`config.mk`:
```
export PLATFORM = sky130hd
export DESIGN_NAME = prog_load_ctrl
export DESIGN_NICKNAME = d
export VERILOG_FILES = /design/src/rtl/loader_pkg.sv /design/src/rtl/byte_packer.sv /design/src/rtl/prog_load_ctrl.sv
export SDC_FILE = /design/constraint.sdc
export NUM_CORES = 1
export LEC_CHECK = 0
export ABC_AREA = 1
export CELL_PAD_IN_SITES_DETAIL_PLACEMENT = 0
export CELL_PAD_IN_SITES_GLOBAL_PLACEMENT = 1
export CORE_UTILIZATION = 38
export CTS_CLUSTER_SIZE = 30
export DETAILED_ROUTE_END_ITERATION = 16
export PLACE_DENSITY_LB_ADDON = 0.15
export SYNTH_ARGS = -nofsm -noshare
export SYNTH_HDL_FRONTEND = slang
export SYNTH_SLANG_ARGS = --single-unit
```
`constraint.sdc`:
```
create_clock -name CLK -period 1.8 [get_ports CLK]
set_input_delay 0.36 -clock CLK [delete_from_list [all_inputs] [get_ports CLK]]
set_output_delay 0.36 -clock CLK [all_outputs]
set_load 0.01 [all_outputs]
```
`src/rtl/loader_pkg.sv`:
```
// Shared types and sizing for the instruction-memory program loader.
package loader_pkg;
  typedef enum logic [1:0] {RUN, LOAD, FLUSH, DONE} load_state_t;
  localparam int BYTES_PER_WORD = 4;
  localparam int BYTE_W = 8;
  localparam int WORD_W = BYTES_PER_WORD * BYTE_W;
endpackage

```
`src/rtl/byte_packer.sv`:
```
// Packs loader bytes big-endian into 32-bit words; word/word_vld are combinational
// in the cycle the 4th byte (or a flush of a partial word) is presented.
module byte_packer
  import loader_pkg::*;
(
  input  logic              clk,
  input  logic              reset,
  input  logic              clear,
  input  logic              byte_vld,
  input  logic [BYTE_W-1:0] byte_dat,
  input  logic              flush,
  output logic [WORD_W-1:0] word,
  output logic              word_vld,
  output logic              partial
);

  logic [WORD_W-1:0] sh_q, sh_d;
  logic [1:0]        cnt_q, cnt_d;

  always_comb begin
    sh_d     = sh_q;
    cnt_d    = cnt_q;
    word     = {sh_q[WORD_W-BYTE_W-1:0], byte_dat};
    word_vld = 1'b0;
    if (clear) begin
      sh_d  = '0;
      cnt_d = '0;
    end else if (flush) begin
      // Left-justify the bytes collected so far; unfilled low bytes read as zero.
      word_vld = (cnt_q != 2'd0);
      case (cnt_q)
        2'd1:    word = {sh_q[BYTE_W-1:0],   {(3*BYTE_W){1'b0}}};
        2'd2:    word = {sh_q[2*BYTE_W-1:0], {(2*BYTE_W){1'b0}}};
        2'd3:    word = {sh_q[3*BYTE_W-1:0], {BYTE_W{1'b0}}};
        default: word = '0;
      endcase
      sh_d  = '0;
      cnt_d = '0;
    end else if (byte_vld) begin
      sh_d     = {sh_q[WORD_W-BYTE_W-1:0], byte_dat};
      cnt_d    = cnt_q + 2'd1;
      word_vld = (cnt_q == 2'd3);
    end
    partial = (cnt_d != 2'd0);
  end

  always_ff @(posedge clk) begin
    if (reset) begin
      sh_q  <= '0;
      cnt_q <= '0;
    end else begin
      sh_q  <= sh_d;
      cnt_q <= cnt_d;
    end
  end

endmodule

```
`src/rtl/prog_load_ctrl.sv`:
```
// Loader sequencer: owns the instruction-memory port while loading, one registered
// write per packed word, and holds the core off until the load completes.
module prog_load_ctrl
  import loader_pkg::*;
#(
  parameter int INST_MEM_WIDTH = 2
) (
  input  logic                      CLK,
  input  logic                      reset,
  input  logic [BYTE_W-1:0]         rx_data,
  input  logic                      rx_valid,
  input  logic                      load_start,
  input  logic                      load_end,
  input  logic [INST_MEM_WIDTH-1:0] fetch_pc,
  output logic [INST_MEM_WIDTH-1:0] mem_addr,
  output logic [WORD_W-1:0]         mem_wdata,
  output logic                      mem_we,
  output logic                      inst_enable,
  output logic                      load_busy,
  output logic [INST_MEM_WIDTH:0]   word_count,
  output logic                      overflow_err
);

  localparam int DEPTH = 2 ** INST_MEM_WIDTH;
  localparam logic [INST_MEM_WIDTH:0] FULL_CNT = (INST_MEM_WIDTH + 1)'(DEPTH);

  load_state_t                 state_q, state_d;
  logic [INST_MEM_WIDTH:0]     ptr_q, ptr_d;
  logic [INST_MEM_WIDTH-1:0]   wr_addr_q, wr_addr_d;
  logic [WORD_W-1:0]           wdata_q, wdata_d;
  logic                        mem_we_q, mem_we_d;
  logic                        inst_en_q, inst_en_d;
  logic                        busy_q, busy_d;
  logic                        ovf_q, ovf_d;

  logic              pk_byte_vld, pk_flush, pk_word_vld, pk_partial;
  logic [WORD_W-1:0] pk_word;

  assign pk_byte_vld = (state_q == LOAD) && rx_valid && !load_start;
  assign pk_flush    = (state_q == FLUSH) && !load_start;

  byte_packer u_packer (
    .clk      (CLK),
    .reset    (reset),
    .clear    (load_start),
    .byte_vld (pk_byte_vld),
    .byte_dat (rx_data),
    .flush    (pk_flush),
    .word     (pk_word),
    .word_vld (pk_word_vld),
    .partial  (pk_partial)
  );

  always_comb begin
    state_d   = state_q;
    ptr_d     = ptr_q;
    wr_addr_d = wr_addr_q;
    wdata_d   = wdata_q;
    mem_we_d  = 1'b0;
    ovf_d     = ovf_q;
    if (load_start) begin
      state_d = LOAD;
      ptr_d   = '0;
      ovf_d   = 1'b0;
    end else begin
      case (state_q)
        RUN:     state_d = RUN;
        LOAD:    if (load_end) state_d = pk_partial ? FLUSH : DONE;
        FLUSH:   state_d = DONE;
        DONE:    state_d = RUN;
        default: state_d = RUN;
      endcase
      // ptr doubles as the word count, so it saturates at depth rather than wrapping.
      if (pk_word_vld) begin
        if (ptr_q == FULL_CNT) begin
          ovf_d = 1'b1;
        end else begin
          mem_we_d  = 1'b1;
          wdata_d   = pk_word;
          wr_addr_d = ptr_q[INST_MEM_WIDTH-1:0];
          ptr_d     = ptr_q + 1'b1;
        end
      end
    end
    inst_en_d = (state_d == RUN);
    busy_d    = (state_d != RUN);
  end

  always_ff @(posedge CLK) begin
    if (reset) begin
      state_q   <= RUN;
      ptr_q     <= '0;
      wr_addr_q <= '0;
      wdata_q   <= '0;
      mem_we_q  <= 1'b0;
      inst_en_q <= 1'b1;
      busy_q    <= 1'b0;
      ovf_q     <= 1'b0;
    end else begin
      state_q   <= state_d;
      ptr_q     <= ptr_d;
      wr_addr_q <= wr_addr_d;
      wdata_q   <= wdata_d;
      mem_we_q  <= mem_we_d;
      inst_en_q <= inst_en_d;
      busy_q    <= busy_d;
      ovf_q     <= ovf_d;
    end
  end

  // ptr has already advanced during the write cycle, so the write shows its latched address.
  assign mem_addr     = (state_q == RUN) ? fetch_pc :
                        (mem_we_q ? wr_addr_q : ptr_q[INST_MEM_WIDTH-1:0]);
  assign mem_wdata    = wdata_q;
  assign mem_we       = mem_we_q;
  assign inst_enable  = inst_en_q;
  assign load_busy    = busy_q;
  assign word_count   = ptr_q;
  assign overflow_err = ovf_q;

endmodule
```
**Yosys cells after proc, flatten, opt, wreduce, memory -nomap -nowiden**

Cells that the tools add are included.

- Register bits: 69
- Input bits: 15
- Output and inout port bits: 41

- Add/sub/neg operators: 2
- Equal/unequal tests: 7
- Mux-type cells: 15
- Bitwise operators: 3
- Reduce and logical (&&, ||, !) cells: 16

Operators with widths:

| kind | number |
|---|---|
| $pmux W32 S3 | 1 |
| $mux W32 | 1 |
| $mux W2 | 7 |
| $eq A2 B2 Y1 const B | 4 |
| $pmux W2 S3 | 1 |
| $reduce_bool A2 Y1 | 3 |
| $reduce_or A3 Y1 | 2 |
| $mux W1 | 5 |
| $eq A2 B1 Y1 const B | 2 |
| $logic_not A2 Y1 | 2 |
| $reduce_and A2 Y1 | 2 |
| $reduce_or A2 Y1 | 2 |
| $add A3 B1 Y3 const B | 1 |
| $eq A3 B3 Y1 const B | 1 |
| $logic_and A1 B1 Y1 | 3 |
| $not A1 Y1 | 3 |
| $reduce_and A3 Y1 | 1 |
| $add A2 B1 Y2 const B | 1 |
| $logic_not A1 Y1 | 1 |

**Depth between registers and ports, before layout**

- Word-level depth: 12
- Mapped depth: 10

**Cells and area by module**

From an unflattened synthesis, not the netlist that was laid out.

- Cells, all modules: 556
- Area total of the unflattened synthesis: 3,539.6 um^2

Modules (own cells, without submodules):

| module | times used | cells an instance | area each (um^2) |
|---|---|---|---|
| prog_load_ctrl | 1 | 279 | 1,835.5 |
| byte_packer | 1 | 277 | 1,704.1 |

**Least setup slack after synthesis**

Ideal clock, no wire load.

- Kind: register to register
- From: register u_packer.cnt_q[0]
- To: register wdata_q[24], in the netlist mem_wdata[24]
- Library setup time: 0.113 ns
- Arrival time: 1.325 ns
- Data required time: 1.687 ns
- Slack: 0.362 ns
- Cell stages (with the launch flop): 10
- Path buffers: 0
- Period minus slack after synthesis: 1.438 ns
- Path through: dfxtp_1 > inv_1 > ha_1 > clkinv_1 > nand3_2 > nand2_4 > nand3_4 > clkinv_1 > nand2_1 > nand2_1

- Longest elaborated chain between the ends: 5
- Elaborated cells between the ends (all ways): 10
- Those cells by class: eq/ne: 3; mux: 5; reduce/logical: 2

RTL lines:

| element | RTL line | text |
|---|---|---|
| start, declared | byte_packer.sv:18 | `logic [1:0] cnt_q, cnt_d;` |
| start signal, assigned | byte_packer.sv:53 | `cnt_q <= cnt_d;` |
| $eq A2 B2 Y1 | byte_packer.sv:31, byte_packer.sv:42 |  |
| $mux W1 | byte_packer.sv:39 | `end else if (byte_vld) begin` |
| $mux W1 | byte_packer.sv:28 | `end else if (flush) begin` |
| $mux W1 | byte_packer.sv:25 | `if (clear) begin` |
| $reduce_and A3 Y1 (no source line) | -- |  |
| end signal, assigned | prog_load_ctrl.sv:103 | `wdata_q <= wdata_d;` |
| end, declared | prog_load_ctrl.sv:30 | `logic [WORD_W-1:0] wdata_q, wdata_d;` |

Parallel ways exist; a longest one is shown, timed or not.
A chain may end at the register's enable or synchronous reset.

**Worst setup path after layout**

- From: register state_q[0]
- To: output port mem_addr[1]

- Longest elaborated chain between the ends: 2

RTL lines:

| element | RTL line | text |
|---|---|---|
| start, declared | prog_load_ctrl.sv:27 | `load_state_t state_q, state_d;` |
| start signal, assigned | prog_load_ctrl.sv:100 | `state_q <= state_d;` |
| $logic_not A2 Y1 | prog_load_ctrl.sv:112 | `assign mem_addr = (state_q == RUN) ? fetch_pc :` |
| $mux W2 | prog_load_ctrl.sv:112 |  |
| end, declared | prog_load_ctrl.sv:15 | `output logic [INST_MEM_WIDTH-1:0] mem_addr,` |

No other way between the ends.

==> flow_summary.yaml <==
status:
  outcome: "finished, final reports clean"
timing:
  finClkSkew_ns: 0.00845
  final.setup.tns_ns: 0
  period_minus_slack_ns: 1.73
  hold_violations: 0
  grt_setup_unrepaired: "no"
  fin_crit_sh_pct: 96.2
  relSlewSlack_pct: 59.5
  max_freq_mhz: 578
  tightestPinTransition_ns: 0.607
  setup_viol: 0
  maxSlewViolCount: 0
cts:
  clkLatencyLatePin_ns: 0.35
  htreeDepth: 3
  cts_setup_buffers: 0
  cts_root_buffer: "clkbuf_8"
  path_clk_slew_ns: 0.08
  numCtsBuffers: 9
  cts_tree: "yes"
  cts_buffer_depth: 2
  cts-hold-fix-buffers: 0
  clock-sinks: 69
drt:
  routed_via_density: 4.96
  first_pass_iters: 4
  drt_iter0_drc: 86
  wl_per_cell_um: 13.9
  wl_mm: 8.38
  drcViolationCount: 0
  via_count: 2985
  ant_nets: 0
floorplan:
  start_util_pct: 40.2
  dieHeight_um: 93.4
  top_level_ports: 56
  dieWidth_um: 93.4
  core_area_sq_um: 7890
  rows: 32
  die_area_sq_um: 8720
setup_path:
  cp.required_ns: 1.44
  crit_fanout: 4
  crit_type: "flip-flop to output pin"
  cp.arrival_ns: 1.37
  end_kind: "output pin"
  worst_setup_path_start_kind: "flip-flop"
yosys:
  syn_area_sq_um: 3170
  synth-seq-cells: 69
  ys_seq_area_share_pct: 43.6
  synth_nets: 456
  synth_warnings: 0
  yosys-top-cells-area: "dfxtp_1 (44%), nand2_1 (20%), nand3_1 (8.8%)"
  ys_types: 28
  synth_area_leader_cell: "dfxtp_1"
  avgSynthCellArea_sq_um: 7.29
  syn_inst: 435
  synth_top_area_share_pct: 43.6
finish:
  diodes: 0
  layout.cell_area.non_filler_sq_um: 4080
  area_delta_synth_final_pct: 28.8
  finish.utilization_pct: 51.8
  final_cell_mix: "nand2_1 (165), dfxtp_1 (66), nand3_1 (56), clkdlybuf4s50_1 (53), a21oi_1 (38)"
  post_route_cells_drive_above_1_share_pct: 14.0
  final_common_cell: "nand2_1"
  layout.nets: 517
placed_design:
  place.gp.congestion: 0.808
  numPortBuffers: 55
  post_dp_cell_area_sq_um: 3910
  dp_hpwl_mm: 5.69
power_and_ir_drop:
  powerDensity_nw_per_um2: 698
  leakage_nw: 1.58
  max-vdd-ir-drop_uv: 337
grt:
  grt.met1_usage_pct: 27.9
  grt_max_degree: 38
  grt_pass1_wl_mm: 13.9
  overflow: 0
  grt_pass1_vias: 2788
  met2_usage_pct: 32.4
  grt_use_total_pct: 20.7
  busiest_layer: "met2"
  antenna_found_initial: 0
  met3_usage_pct: 3.33
hold_path:
  hold_class: "flip-flop to flip-flop"
job:
  cap_viol_max_count: 0
-- per-layer routing --
layer / share of wire, % / up-vias
met4: 1.7 / 0
met1: 50 / 1373
met5: 0 / -
li1: - / 1532
met3: 3.7 / 14
met2: 45 / 66
-- power by group --
| part | internal, mW | switching [mW] | leakage [nW] |
|---|---|---|---|
| registers | 1.53 | 0.00878 | 0.558 |
| logic | 0.0802 | 0.105 | 0.940 |
| clock network | 0.525 | 0.597 | 0.0812 |
-- path summary, 6_finish.rpt --
path / end / slack [ns] / cells past startpoint / from
worst min-delay path: mem_wdata[28]$_SDFFE_PP0P_ / 0.47 / 2 / mem_wdata[28]$_SDFFE_PP0P_
worst max-delay path: mem_addr[1] / 0.07 / 5 / state_q[0]$_SDFF_PP0_
worst max register to register: mem_wdata[22]$_SDFFE_PP0P_ / 0.19 / 8 / u_packer.cnt_q[0]$_SDFF_PP0_
worst min register to register: mem_wdata[28]$_SDFFE_PP0P_ / 0.47 / 2 / mem_wdata[28]$_SDFFE_PP0P_
-- what timing repair did --
| action | CTS | global route |
|---|---|---|
| gates resized for setup | 3 | 3 |
| setup endpoints to repair | 2 | 2 |
| cloned | 0 | 0 |
-- cell usage after synthesis, drive strengths merged --
library cell and count:
nor2 20, inv 14, buf 13, nand2 170, xor2 1, a21oi 38, ha 6, o211ai 2
o21a 2, and3 1, clkbuf 11, dfxtp 69, nand3 59, o21ai 25, or2 1, clkinv 3
-- cells by family (layout without fill, tap and decap cells) --
kind of cell    Yosys count  count (layout)  synth area share (%)
flops                    69              69                  43.6
buf+inv                  41             106                  6.47
simple gates            251             251                  34.1
xor+xnor                  1               1                 0.276
compound gates           67              67                  13.3
fa+ha+maj                 6               6                  2.37
-- registers in the layout, summed over array words and instances, names as in the netlist --
name	flops
word_count	3
overflow_err	1
load_busy	1
u_packer.cnt_q	2
wr_addr_q	2
u_packer.sh_q	24
inst_enable	1
mem_we	1
state_q	2
mem_wdata	32
-- worst max-delay path, stage by stage, from the launching register on --
cell and delay (ns):
dfxtp_2 0.37, inv_2 0.06, nand2_2 0.11, o211ai_1 0.11, o21a_1 0.11, dlygate4sd2_1 0.27
-- through the flow --
| stage | hold slack [ns] | cells | power (mW) | setup slack, ns |
|---|---|---|---|---|
| 2_1_floorplan | 0.429 | 435 | 1.67 | 0.362 |
| 3_3_place_gp | 0.449 | 587 | 1.77 | -0.0205 |
| 3_5_place_dp | 0.462 | 587 | 1.77 | -0.0670 |
| 4_1_cts | 0.473 | 602 | 2.87 | 0.00836 |
| 5_1_grt | 0.482 | 602 | 2.95 | 0.000704 |
| 6_report | 0.473 | 602 | 2.85 | 0.0687 |
-- cell type report --
| class | count | area [sq um] |
|---|---|---|
| tap | 102 | 128 |
| timing repair buffer | 74 | 753 |
| inverter | 17 | 63.8 |
| clock buffer | 11 | 141 |
| fill | 816 | 3800 |
| multi-input combinational | 325 | 1590 |
| sequential | 69 | 1390 |
| clock inverter | 4 | 25.0 |
No activity file was read; power rests on OpenSTA's default activity.
